$ cat config.mk
export PLATFORM = sky130hd
export DESIGN_NAME = latch_wr_seq
export DESIGN_NICKNAME = d
export VERILOG_FILES = /design/src/rtl/latch_wr_pkg.sv /design/src/rtl/latch_wr_gn_dec.sv /design/src/rtl/latch_wr_seq.sv
export SDC_FILE = /design/constraint.sdc
export NUM_CORES = 1
export LEC_CHECK = 0
export BUFFER_PORTS_ARGS = -buffer_cell sky130_fd_sc_hd__buf_2
export CORE_MARGIN = 8
export CORE_UTILIZATION = 46
export DETAILED_ROUTE_END_ITERATION = 16
export PLACE_DENSITY = 0.72
export SYNTH_ARGS = -nofsm -noshare
export SYNTH_HDL_FRONTEND = slang
export SYNTH_SLANG_ARGS = --single-unit
$ cat constraint.sdc
create_clock -name CK -period 1.6 [get_ports CK]
set_input_delay 0.32 -clock CK [delete_from_list [all_inputs] [get_ports CK]]
set_output_delay 0.32 -clock CK [all_outputs]
set_load 0.01 [all_outputs]
$ cat src/rtl/latch_wr_pkg.sv
// Shared types and helpers for the latch write-pulse sequencer.
//   wr_state_e : sequencer phases (IDLE, SETUP, PULSE, HOLD, DONE)
//   cnt_width  : width of the phase counter that covers the longest phase
package latch_wr_pkg;

    typedef enum logic [2:0] {
        IDLE  = 3'd0,
        SETUP = 3'd1,
        PULSE = 3'd2,
        HOLD  = 3'd3,
        DONE  = 3'd4
    } wr_state_e;

    // Bits needed to hold a reload value of max(setup, pulse, hold) - 1 without wrapping.
    function automatic int cnt_width(input int setup_cyc, input int pulse_cyc, input int hold_cyc);
        int m;
        m = (setup_cyc > pulse_cyc) ? setup_cyc : pulse_cyc;
        m = (hold_cyc > m) ? hold_cyc : m;
        return (m > 0) ? $clog2(m + 1) : 1;
    endfunction

endpackage

$ cat src/rtl/latch_wr_gn_dec.sv
// Registered one-hot-low GN decoder for the latch bank enables.
//   clk, rst : clock and synchronous active-high reset
//   bank     : selected bank index (may be out of range when NUM_BANKS is not 2^n)
//   gn_en    : the next cycle is a GN-low pulse cycle
//   err_en   : the next cycle is the completion cycle
//   gn       : per-bank active-low enable, flop-driven, at most one bit low
//   err      : flop-driven out-of-range flag, meaningful alongside done
module latch_wr_gn_dec
    import latch_wr_pkg::*;
#(
    parameter int NUM_BANKS = 4,
    parameter int BANK_W    = 2
) (
    input  logic                 clk,
    input  logic                 rst,
    input  logic [BANK_W-1:0]    bank,
    input  logic                 gn_en,
    input  logic                 err_en,
    output logic [NUM_BANKS-1:0] gn,
    output logic                 err
);

    localparam logic [BANK_W:0] NB_LIM = NUM_BANKS[BANK_W:0];

    logic [NUM_BANKS-1:0] gn_nx_s;
    logic [NUM_BANKS-1:0] gn_r;
    logic                 err_nx_s;
    logic                 err_r;
    logic                 out_rng_s;

    // Decode the next GN pattern; an out-of-range bank keeps every line high.
    always_comb begin
        out_rng_s = ({1'b0, bank} >= NB_LIM);
        gn_nx_s   = {NUM_BANKS{1'b1}};
        for (int i = 0; i < NUM_BANKS; i++) begin
            if (gn_en && !out_rng_s && (bank == i[BANK_W-1:0])) begin
                gn_nx_s[i] = 1'b0;
            end else begin
                gn_nx_s[i] = 1'b1;
            end
        end
        err_nx_s = err_en & out_rng_s;
    end

    // GN and err registers so the latch-facing lines never glitch.
    always_ff @(posedge clk) begin
        if (rst) begin
            gn_r  <= {NUM_BANKS{1'b1}};
            err_r <= 1'b0;
        end else begin
            gn_r  <= gn_nx_s;
            err_r <= err_nx_s;
        end
    end

    assign gn  = gn_r;
    assign err = err_r;

endmodule

$ cat src/rtl/latch_wr_seq.sv
// Write-pulse sequencer driving a bank of active-low transparent latches.
// A request is captured, D_OUT is presented, GN of the target bank is pulsed
// low after SETUP_CYC cycles for PULSE_CYC cycles, data is held HOLD_CYC more
// cycles, then done (with err for an out-of-range bank) pulses for one cycle.
//   CK, RST  : clock and synchronous active-high reset
//   in_valid / in_ready / in_bank / in_data : request handshake
//   D_OUT    : shared latch data bus (flop-driven)
//   GN       : per-bank active-low latch enable (flop-driven)
//   done/err : completion pulse and out-of-range flag
module latch_wr_seq
    import latch_wr_pkg::*;
#(
    parameter int WIDTH     = 8,
    parameter int NUM_BANKS = 4,
    parameter int BANK_W    = (NUM_BANKS > 1) ? $clog2(NUM_BANKS) : 1,
    parameter int SETUP_CYC = 1,
    parameter int PULSE_CYC = 2,
    parameter int HOLD_CYC  = 1
) (
    input  logic                 CK,
    input  logic                 RST,
    input  logic                 in_valid,
    output logic                 in_ready,
    input  logic [BANK_W-1:0]    in_bank,
    input  logic [WIDTH-1:0]     in_data,
    output logic [WIDTH-1:0]     D_OUT,
    output logic [NUM_BANKS-1:0] GN,
    output logic                 done,
    output logic                 err
);

    localparam int CNT_W    = cnt_width(SETUP_CYC, PULSE_CYC, HOLD_CYC);
    localparam int ZERO_I   = 0;
    localparam int ONE_I    = 1;
    localparam int SETUP_M1 = SETUP_CYC - 1;
    localparam int PULSE_M1 = PULSE_CYC - 1;
    localparam int HOLD_M1  = HOLD_CYC - 1;

    localparam logic [CNT_W-1:0] CNT_ZERO = ZERO_I[CNT_W-1:0];
    localparam logic [CNT_W-1:0] CNT_ONE  = ONE_I[CNT_W-1:0];
    localparam logic [CNT_W-1:0] SETUP_LD = SETUP_M1[CNT_W-1:0];
    localparam logic [CNT_W-1:0] PULSE_LD = PULSE_M1[CNT_W-1:0];
    localparam logic [CNT_W-1:0] HOLD_LD  = HOLD_M1[CNT_W-1:0];

    wr_state_e          state_r;
    wr_state_e          state_nx;
    logic [CNT_W-1:0]   cnt_r;
    logic [CNT_W-1:0]   cnt_nx;
    logic [BANK_W-1:0]  bank_r;
    logic [BANK_W-1:0]  bank_nx;
    logic [WIDTH-1:0]   dout_r;
    logic [WIDTH-1:0]   dout_nx;
    logic               done_r;
    logic               gn_en_s;
    logic               err_en_s;

    // Next-state, counter and capture logic; data/bank only change on a transfer.
    always_comb begin
        state_nx = state_r;
        cnt_nx   = cnt_r;
        bank_nx  = bank_r;
        dout_nx  = dout_r;
        case (state_r)
            IDLE: begin
                if (in_valid) begin
                    state_nx = SETUP;
                    cnt_nx   = SETUP_LD;
                    bank_nx  = in_bank;
                    dout_nx  = in_data;
                end else begin
                    state_nx = IDLE;
                end
            end
            SETUP: begin
                if (cnt_r == CNT_ZERO) begin
                    state_nx = PULSE;
                    cnt_nx   = PULSE_LD;
                end else begin
                    cnt_nx = cnt_r - CNT_ONE;
                end
            end
            PULSE: begin
                if (cnt_r == CNT_ZERO) begin
                    state_nx = HOLD;
                    cnt_nx   = HOLD_LD;
                end else begin
                    cnt_nx = cnt_r - CNT_ONE;
                end
            end
            HOLD: begin
                if (cnt_r == CNT_ZERO) begin
                    state_nx = DONE;
                    cnt_nx   = CNT_ZERO;
                end else begin
                    cnt_nx = cnt_r - CNT_ONE;
                end
            end
            DONE: begin
                state_nx = IDLE;
                cnt_nx   = CNT_ZERO;
            end
            default: begin
                state_nx = IDLE;
                cnt_nx   = CNT_ZERO;
            end
        endcase
    end

    // State, counter, captured request and done pulse registers.
    always_ff @(posedge CK) begin
        if (RST) begin
            state_r <= IDLE;
            cnt_r   <= CNT_ZERO;
            bank_r  <= {BANK_W{1'b0}};
            dout_r  <= {WIDTH{1'b0}};
            done_r  <= 1'b0;
        end else begin
            state_r <= state_nx;
            cnt_r   <= cnt_nx;
            bank_r  <= bank_nx;
            dout_r  <= dout_nx;
            done_r  <= (state_nx == DONE);
        end
    end

    // GN and err are registered from the next state so they align with the phases.
    assign gn_en_s  = (state_nx == PULSE);
    assign err_en_s = (state_nx == DONE);

    latch_wr_gn_dec #(
        .NUM_BANKS (NUM_BANKS),
        .BANK_W    (BANK_W)
    ) u_gn_dec (
        .clk    (CK),
        .rst    (RST),
        .bank   (bank_r),
        .gn_en  (gn_en_s),
        .err_en (err_en_s),
        .gn     (GN),
        .err    (err)
    );

    assign in_ready = (state_r == IDLE);
    assign D_OUT    = dout_r;
    assign done     = done_r;

endmodule
==> impl_metrics.json, run 1 <==
{
  "area_growth_pct": 20.2,
  "syn_avg_cell_area_um2": 9.24,
  "dr.pass1.iters": 4,
  "cts_buffer_depth": 2,
  "wl_per_cell_um": 12.6,
  "netlist.area_leader.share": 0.516,
  "synth_top_family_by_area": "simple AND/OR/NAND/NOR gates",
  "cts_resized": 0,
  "fillerInstances": 154,
  "vias": 660,
  "setup_ws_ps": 142,
  "grt_setup_unrepaired": "false",
  "nNetsFinal": 124,
  "async_flop_share": 0,
  "via_per_inst": 5.20,
  "cts_buffers": 3,
  "hp-class": "input port to flop",
  "clock_latency_ps": 300,
  "clock_sinks": 20,
  "report.final.slew_viol_count": 0,
  "synth_flop_cell": "dfxtp_1",
  "die_area_um2": 3260,
  "wl_met3_um": 131,
  "start_util": 0.470,
  "grt_pass1_wl_um": 2750,
  "die_y_um": 57.1,
  "fin_skew_ps": 8.17,
  "cp.buffers_inverters": 1,
  "criticalPathCategory": "flop to primary output",
  "outcome": "complete, no violations",
  "ir_drop_mv": 0.587,
  "wl_met2_um": 684,
  "p_switching_uw": 370,
  "grt_max_degree": 13,
  "place.gp.congestion": 0.700,
  "synthTopCellsByCount": "22 x nand2_1, 20 x dfxtp_1, 11 x a21oi_1",
  "ant_nets": 0,
  "drive_above_1_share": 0.327,
  "routed.top_layer": "met4",
  "worst-path-max-fanout": 9,
  "drt-total-wl_um": 1600,
  "synth_cell_type_count": 25,
  "first_global_vias": 644,
  "netlist_area_um2": 776,
  "dp.final_hpwl_um": 1150,
  "core_area_um2": 1650,
  "multiInputGateArea_um2": 337,
  "synth-simple-area-share": 0.276,
  "power_frac_comb": 0.241,
  "drt-met1-wl_um": 725,
  "root_buffer": "clkbuf_4",
  "yosys_warnings": 0,
  "pin_count": 28,
  "dp_slack_ps": 210,
  "synthMuxAreaShare": 0.0129,
  "p_int_uw": 825,
  "post-route-min-period_ps": 1460,
  "seq_area_frac_synth": 0.516,
  "h-tree-depth": 1,
  "seq_area_um2": 400,
  "cts_tree": "done",
  "drtIter0Drc": 16,
  "slowest_delay_ps": 440,
  "grt-ovfl-total": 0,
  "synth_most_common_cell": "nand2_1",
  "synth_nets": 97,
  "clkPwrFrac": 0.248,
  "synth-edff-count": 0,
  "cp-start-kind": "flop",
  "num_rows": 15,
  "post-route-period-util": 0.911,
  "die_w_um": 57.1,
  "cp.arrival_ps": 1140,
  "seqPwrFrac": 0.512,
  "endpoint_kind": "primary output",
  "swShare": 0.309,
  "antenna_cells": 0,
  "netlist_instances": 84,
  "power.leakage_uw": 0.000401,
  "antenna_found_initial": 0,
  "power.density_nw_per_um2": 1280,
  "crit_family": "flip-flops",
  "cts_setup_buffers": 0,
  "dp_cells": 123,
  "max_freq_ghz": 0.686,
  "clkTransAtPathRegs_ps": 120,
  "setup-violations-final": 0,
  "port_buffers": 26,
  "path_cells": "nor3_1 > buf_2",
  "grt_usage": 0.105,
  "setup_tns_ps": 0,
  "synth-compound-area-share": 0.129,
  "ys_ff_latch": 20,
  "crit_required_ps": 1280,
  "slowest_stage": "dfxtp_1",
  "finalNonFillerCells": 127,
  "synth_top_cell_by_area": "dfxtp_1",
  "max_cap_violations": 0,
  "drc": 0,
  "ctsHoldBuffers": 0,
  "synthAdderAreaFrac": 0,
  "synth_xor_area_frac": 0.0113,
  "finalHoldViolCount": 0,
  "synth.area.top_cells": "dfxtp_1 52%, nand2_1 11%, a21oi_1 7.1%"
}
[power groups by stage]
stage	clock, µW	sequential [µW]	combinational (µW)
6_report	296	611	288
5_1_grt	325	621	322
4_1_cts	304	611	291
3_5_place_dp	0	623	288
3_3_place_gp	0	620	286
2_1_floorplan	0	606	236
[metrics by stage]
stage | hold WS [ps] | cell area (µm²) | total power, µW | util
final | 237 | 932 | 1190 | 0.564
after global routing | 227 | 932 | 1270 | 0.564
after CTS | 228 | 932 | 1210 | 0.564
after detailed placement | 424 | 896 | 911 | 0.542
after global placement | 427 | 896 | 907 | 0.542
after floorplan | 404 | 776 | 842 | -
[layer usage]
| metal | global-route usage | vias to the layer above |
|---|---|---|
| li1 | - | 335 |
| met1 | 0.118 | 294 |
| met2 | 0.146 | 24 |
| met3 | 0.0488 | 7 |
| met4 | 0.0872 | 0 |
| met5 | 0 | - |
[cell families (layout without fill, tap and decap cells)]
family                    count (synthesis)  after routing
AOI/OAI and AO/OA                        16             16
xor gates and xnor gates                  1              1
buffers and inverters                     5             31
DFF                                      20             20
muxes                                     1              1
other                                     1              1
and+or+nand+nor                          40             40
[final timing paths]
| path | start | end | slack, ps | depth (start not counted) |
|---|---|---|---|---|
| worst max-delay path | state_r[1] | in_ready | 140 | 2 |
| worst max register to register | state_r[0] | u_gn_dec.gn[2] | 190 | 3 |
| worst min register to register | bank_r[1] | u_gn_dec.gn[3] | 450 | 1 |
| worst min-delay path | in_data[5] | D_OUT[5] | 240 | 3 |
[registers in the layout, indices dropped and copies added, names as in the netlist]
signal and count:
bank_r 2, done 1, u_gn_dec.gn 4, state_r 3, D_OUT 8, cnt_r 2
[final cells by class]
type | count | area share
multi-input cells | 59 | 0.361
flip-flops and latches | 20 | 0.430
clock buffers | 4 | 0.0389
well taps | 17 | 0.0228
repair buffers | 27 | 0.148
[worst min-delay path, cell delays in order]
cell	delay [ps]
buf_2	100
nand2_1	40
a21oi_1	50
[cell usage in the layout (no fill, tap or decap), drive strengths merged, types with 3 or more instances in the layout]
cell type,instances
clkbuf,4
dfxtp,20
nor2,7
a21oi,11
nand4b,3
buf,27
nand2,22
Power figures use the tool's default switching activity.
==> run 2, diff against run 1 <==
--- a/config.mk
+++ b/config.mk
@@ -9,7 +9,7 @@
 export CORE_MARGIN = 8
 export CORE_UTILIZATION = 46
 export DETAILED_ROUTE_END_ITERATION = 16
-export PLACE_DENSITY = 0.72
+export PLACE_DENSITY_LB_ADDON = 0.25
 export SYNTH_ARGS = -nofsm -noshare
 export SYNTH_HDL_FRONTEND = slang
 export SYNTH_SLANG_ARGS = --single-unit
==> run 2 against run 1 <==
  * Die area unchanged
  * Total power decreased by 6.1%
  * Core utilization decreased by 1.3 points
  * Critical path type unchanged
  * Critical endpoint unchanged
==> impl_metrics.json, run 2 (synthesis gave the netlist of run 1 again) <==
{
  "antenna_cells": 0,
  "via_per_inst": 5.16,
  "pin_count": 28,
  "cp.arrival_ps": 1100,
  "num_rows": 15,
  "clock_latency_ps": 290,
  "layout_common_cells": "26 x buf_2, 22 x nand2_1, 20 x dfxtp_1, 11 x a21oi_1, 7 x nor2_1",
  "drc": 0,
  "power.density_nw_per_um2": 1230,
  "grt_max_degree": 13,
  "dp_slack_ps": 206,
  "antenna_found_initial": 0,
  "total_power_uw": 1120,
  "power.leakage_uw": 0.000389,
  "max_cap_violations": 0,
  "whs_ps": 251,
  "first_global_vias": 639,
  "nNetsFinal": 123,
  "worst_pin_slew_ps": 575,
  "cts_resized": 0,
  "endpoint_kind": "primary output",
  "slowest_delay_ps": 570,
  "cts_buffer_depth": 2,
  "setup-violations-final": 0,
  "ctsHoldBuffers": 0,
  "h-tree-depth": 1,
  "cts_setup_buffers": 0,
  "slowest_stage": "dfxtp_1",
  "drive_above_1_share": 0.315,
  "setup_ws_ps": 178,
  "fin_skew_ps": 1.42,
  "hp-class": "input port to flop",
  "wl_per_cell_um": 13.3,
  "relSlewSlack": 0.615,
  "ant_nets": 0,
  "die_w_um": 57.1,
  "clock_sinks": 20,
  "grt_pass1_wl_um": 2660,
  "clkTransAtPathRegs_ps": 100,
  "crit_family": "flip-flops",
  "port_buffers": 26,
  "cts_tree": "done",
  "largest_register_ffs": 8,
  "vias": 645,
  "outcome": "complete, no violations",
  "setup_tns_ps": 0,
  "grt_setup_unrepaired": "false",
  "layout_commonest_cell": "buf_2",
  "grt_usage": 0.100,
  "dp.final_hpwl_um": 1240,
  "ir_drop_mv": 0.586,
  "core_area_um2": 1650,
  "die_y_um": 57.1,
  "place.gp.congestion": 0.772,
  "drt-total-wl_um": 1670,
  "crit_required_ps": 1280,
  "area_growth_pct": 17.4,
  "die_area_um2": 3260,
  "report.final.slew_viol_count": 0,
  "criticalPathCategory": "flop to primary output",
  "worst-path-max-fanout": 9,
  "drtIter0Drc": 12,
  "cts_buffers": 3,
  "start_util": 0.470,
  "cp-start-kind": "flop",
  "max_freq_ghz": 0.703,
  "root_buffer": "clkbuf_4",
  "finalHoldViolCount": 0,
  "dr.pass1.iters": 2,
  "grt-ovfl-total": 0,
  "post-route-period-util": 0.889,
  "path_cells": "nor3_1 > buf_2",
  "cp.buffers_inverters": 1,
  "post-route-min-period_ps": 1420
}
[run 2: layout make-up]
type	instances	area, µm²
Tap cell	17	21.3
Multi-Input combinational cell	59	337
Clock buffer	3	22.5
Fill cell	172	741
Sequential cell	20	400
Timing Repair Buffer	26	130
[run 2: power breakdown]
part           leakage [µW]  internal, µW  switching, µW
registers          0.000163           552           63.0
logic              0.000212           127            150
clock network     0.0000138          87.6            143
[run 2: metrics by stage]
stage,std cells,util,instance area (µm²)
6_report,125,0.552,911
2_1_floorplan,84,-,776
4_1_cts,125,0.552,911
3_3_place_gp,122,0.538,888
5_1_grt,125,0.552,911
3_5_place_dp,122,0.538,888
[run 2: worst paths after layout]
path / from / to / slack (ps) / cells past startpoint
worst max-delay path: state_r[1] / in_ready / 180 / 2
worst min-delay path: in_data[3] / D_OUT[3] / 250 / 3
worst max register to register: state_r[0] / u_gn_dec.gn[1] / 200 / 3
worst min register to register: D_OUT[2] / D_OUT[2] / 460 / 2
[run 2: tightest hold or removal path, stage by stage]
cell	delay, ps
buf_2	100
nand2_1	40
a21oi_1	50
[run 2: per-layer routing]
| layer | global-route usage | vias to the layer above | part of all wire |
|---|---|---|---|
| met1 | 0.106 | 292 | 0.47 |
| met4 | 0.0403 | 0 | 0.010 |
| li1 | - | 331 | - |
| met5 | 0 | - | 0 |
| met2 | 0.166 | 19 | 0.46 |
| met3 | 0.0466 | 3 | 0.061 |
==> run 3, diff against run 2 <==
==> constraint.sdc (replaced) <==
create_clock -name CK -period 1.4 [get_ports CK]
set_input_delay 0.28 -clock CK [delete_from_list [all_inputs] [get_ports CK]]
set_output_delay 0.28 -clock CK [all_outputs]
set_load 0.01 [all_outputs]
==> run 3 against run 2 <==
  * Final area rose by 10%
  * Largest cell class unchanged
  * Worst setup slack got worse by 140 ps
  * Non-clock buffer count rose by 6
  * Global-route usage rose by 1.2 points
  * Core utilization rose by 5.7 points
  * Hold slack got worse by 46 ps
  * Combinational power rose by 45%
  * Total power rose by 39%
  * Register-to-register slack got worse by 160 ps
==> impl_metrics.json, run 3 (synthesis gave the netlist of run 1 again) <==
{
  "outcome": "complete, no violations",
  "place.gp.congestion": 0.739,
  "hp-class": "input port to flop",
  "largest_register_ffs": 8,
  "ant_nets": 0,
  "via_per_inst": 5.16,
  "cts_tree": "done",
  "layout_commonest_cell": "buf_2",
  "finalHoldViolCount": 0,
  "die_y_um": 57.1,
  "grt_setup_unrepaired": "true",
  "max_freq_ghz": 0.737,
  "clock_latency_ps": 300,
  "dr.pass1.iters": 4,
  "cts_buffer_depth": 2,
  "endpoint_kind": "flop",
  "area_growth_pct": 29.5,
  "criticalPathCategory": "flop to flop",
  "grt-ovfl-total": 0,
  "slowest_delay_ps": 550,
  "dp.final_hpwl_um": 1310,
  "wl_per_cell_um": 13.1,
  "post-route-min-period_ps": 1360,
  "clkTransAtPathRegs_ps": 110,
  "fin_skew_ps": 4.78,
  "cts_buffers": 3,
  "drc": 0,
  "crit_required_ps": 1590,
  "setup-violations-final": 0,
  "ctsHoldBuffers": 0,
  "cp-start-kind": "flop",
  "finalNonFillerCells": 132,
  "num_rows": 15,
  "port_buffers": 26,
  "antenna_found_initial": 0,
  "h-tree-depth": 1,
  "core_area_um2": 1650,
  "pin_count": 28,
  "fillerInstances": 143,
  "use_met2": 0.186,
  "drt-total-wl_um": 1730,
  "worst-path-max-fanout": 10,
  "grt_usage": 0.112,
  "post-route-period-util": 0.969,
  "grt_use_met1": 0.119,
  "die_area_um2": 3260,
  "first_global_vias": 701,
  "layout_common_cells": "26 x buf_2, 22 x nand2_1, 17 x dfxtp_1, 11 x a21oi_1, 7 x nor2_1",
  "drive_above_1_share": 0.391,
  "postLayoutCoreUtil": 0.608,
  "power.leakage_uw": 0.000437,
  "start_util": 0.470,
  "met3_usage": 0.0421,
  "report.final.slew_viol_count": 0,
  "cp.arrival_ps": 1550,
  "grt_max_degree": 13,
  "slowest_stage": "or4b_4",
  "vias": 681,
  "grt_pass1_wl_um": 2970,
  "ir_drop_mv": 1.00,
  "max_cap_violations": 0,
  "root_buffer": "clkbuf_4",
  "dp_cells": 127,
  "antenna_cells": 0,
  "path_cells": "buf_4 > or4b_4 > nand2_1 > a21oi_1",
  "drtIter0Drc": 11,
  "globalRoute.busiestLayer": "met2",
  "nNetsFinal": 129,
  "power.density_nw_per_um2": 1550,
  "clock_sinks": 20,
  "die_w_um": 57.1
}
## run 3: cell count changes in the layout (fill, tap and decap cells not counted), sizes merged
cell    previous run  this run
buf               26        32
bufinv             0         1
## run 3: final timing paths
check | from | to | slack, ps | cells past startpoint
worst max-delay path | state_r[0] | D_OUT[0] | 40 | 4
worst min register to register | bank_r[1] | u_gn_dec.gn[3] | 450 | 1
worst min-delay path | in_data[1] | D_OUT[1] | 200 | 3
worst max register to register | state_r[0] | D_OUT[0] | 40 | 4
## run 3: stage by stage
stage          hold WS [ps]  setup TNS, ps  power [µW]  worst slack (ps)  area [µm²]
2_1_floorplan           404              0         962              99.6         776
3_3_place_gp            423              0        1070               123         926
3_5_place_dp            428              0        1080               101         926
4_1_cts                 196              0        1560              31.1         996
5_1_grt                 202          -11.4        1640             -5.99        1000
6_report                205              0        1560              43.2        1000
## run 3: area by class of cell
class | instances | area (µm²) | share of cell area
sequential | 20 | 407 | 0.405
multi-input combinational | 59 | 349 | 0.347
clock buffer | 3 | 22.5 | 0.0224
timing repair buffer | 32 | 175 | 0.174
tap | 17 | 21.3 | 0.0212
clock inverter | 1 | 30.0 | 0.0299
## run 3: power breakdown
group	leakage [µW]	switching, µW	internal (µW)
Combinational	0.000245	214	188
Sequential	0.000165	56.5	636
Clock	0.0000279	174	289
## run 3: metal layers
metal	vias to the layer above	part of all wire
li1	347	-
met1	311	0.42
met2	21	0.50
met3	2	0.076
met4	0	0.0064
met5	-	0
## run 3: timing repair
item / CTS / global route
setup endpoints to repair: 1 / 7
buffers inserted: 2 / 0
pin swaps: 1 / 1
gates resized for setup: 4 / 2
## run 3: worst max-delay path, delay by kind of cell (launching register included)
kind | cells | cell delay (ps)
AND/OR/NAND/NOR | 2 | 660
buffers and inverters | 1 | 150
AO/OA/AOI/OAI | 1 | 60
flip-flops | 1 | 380
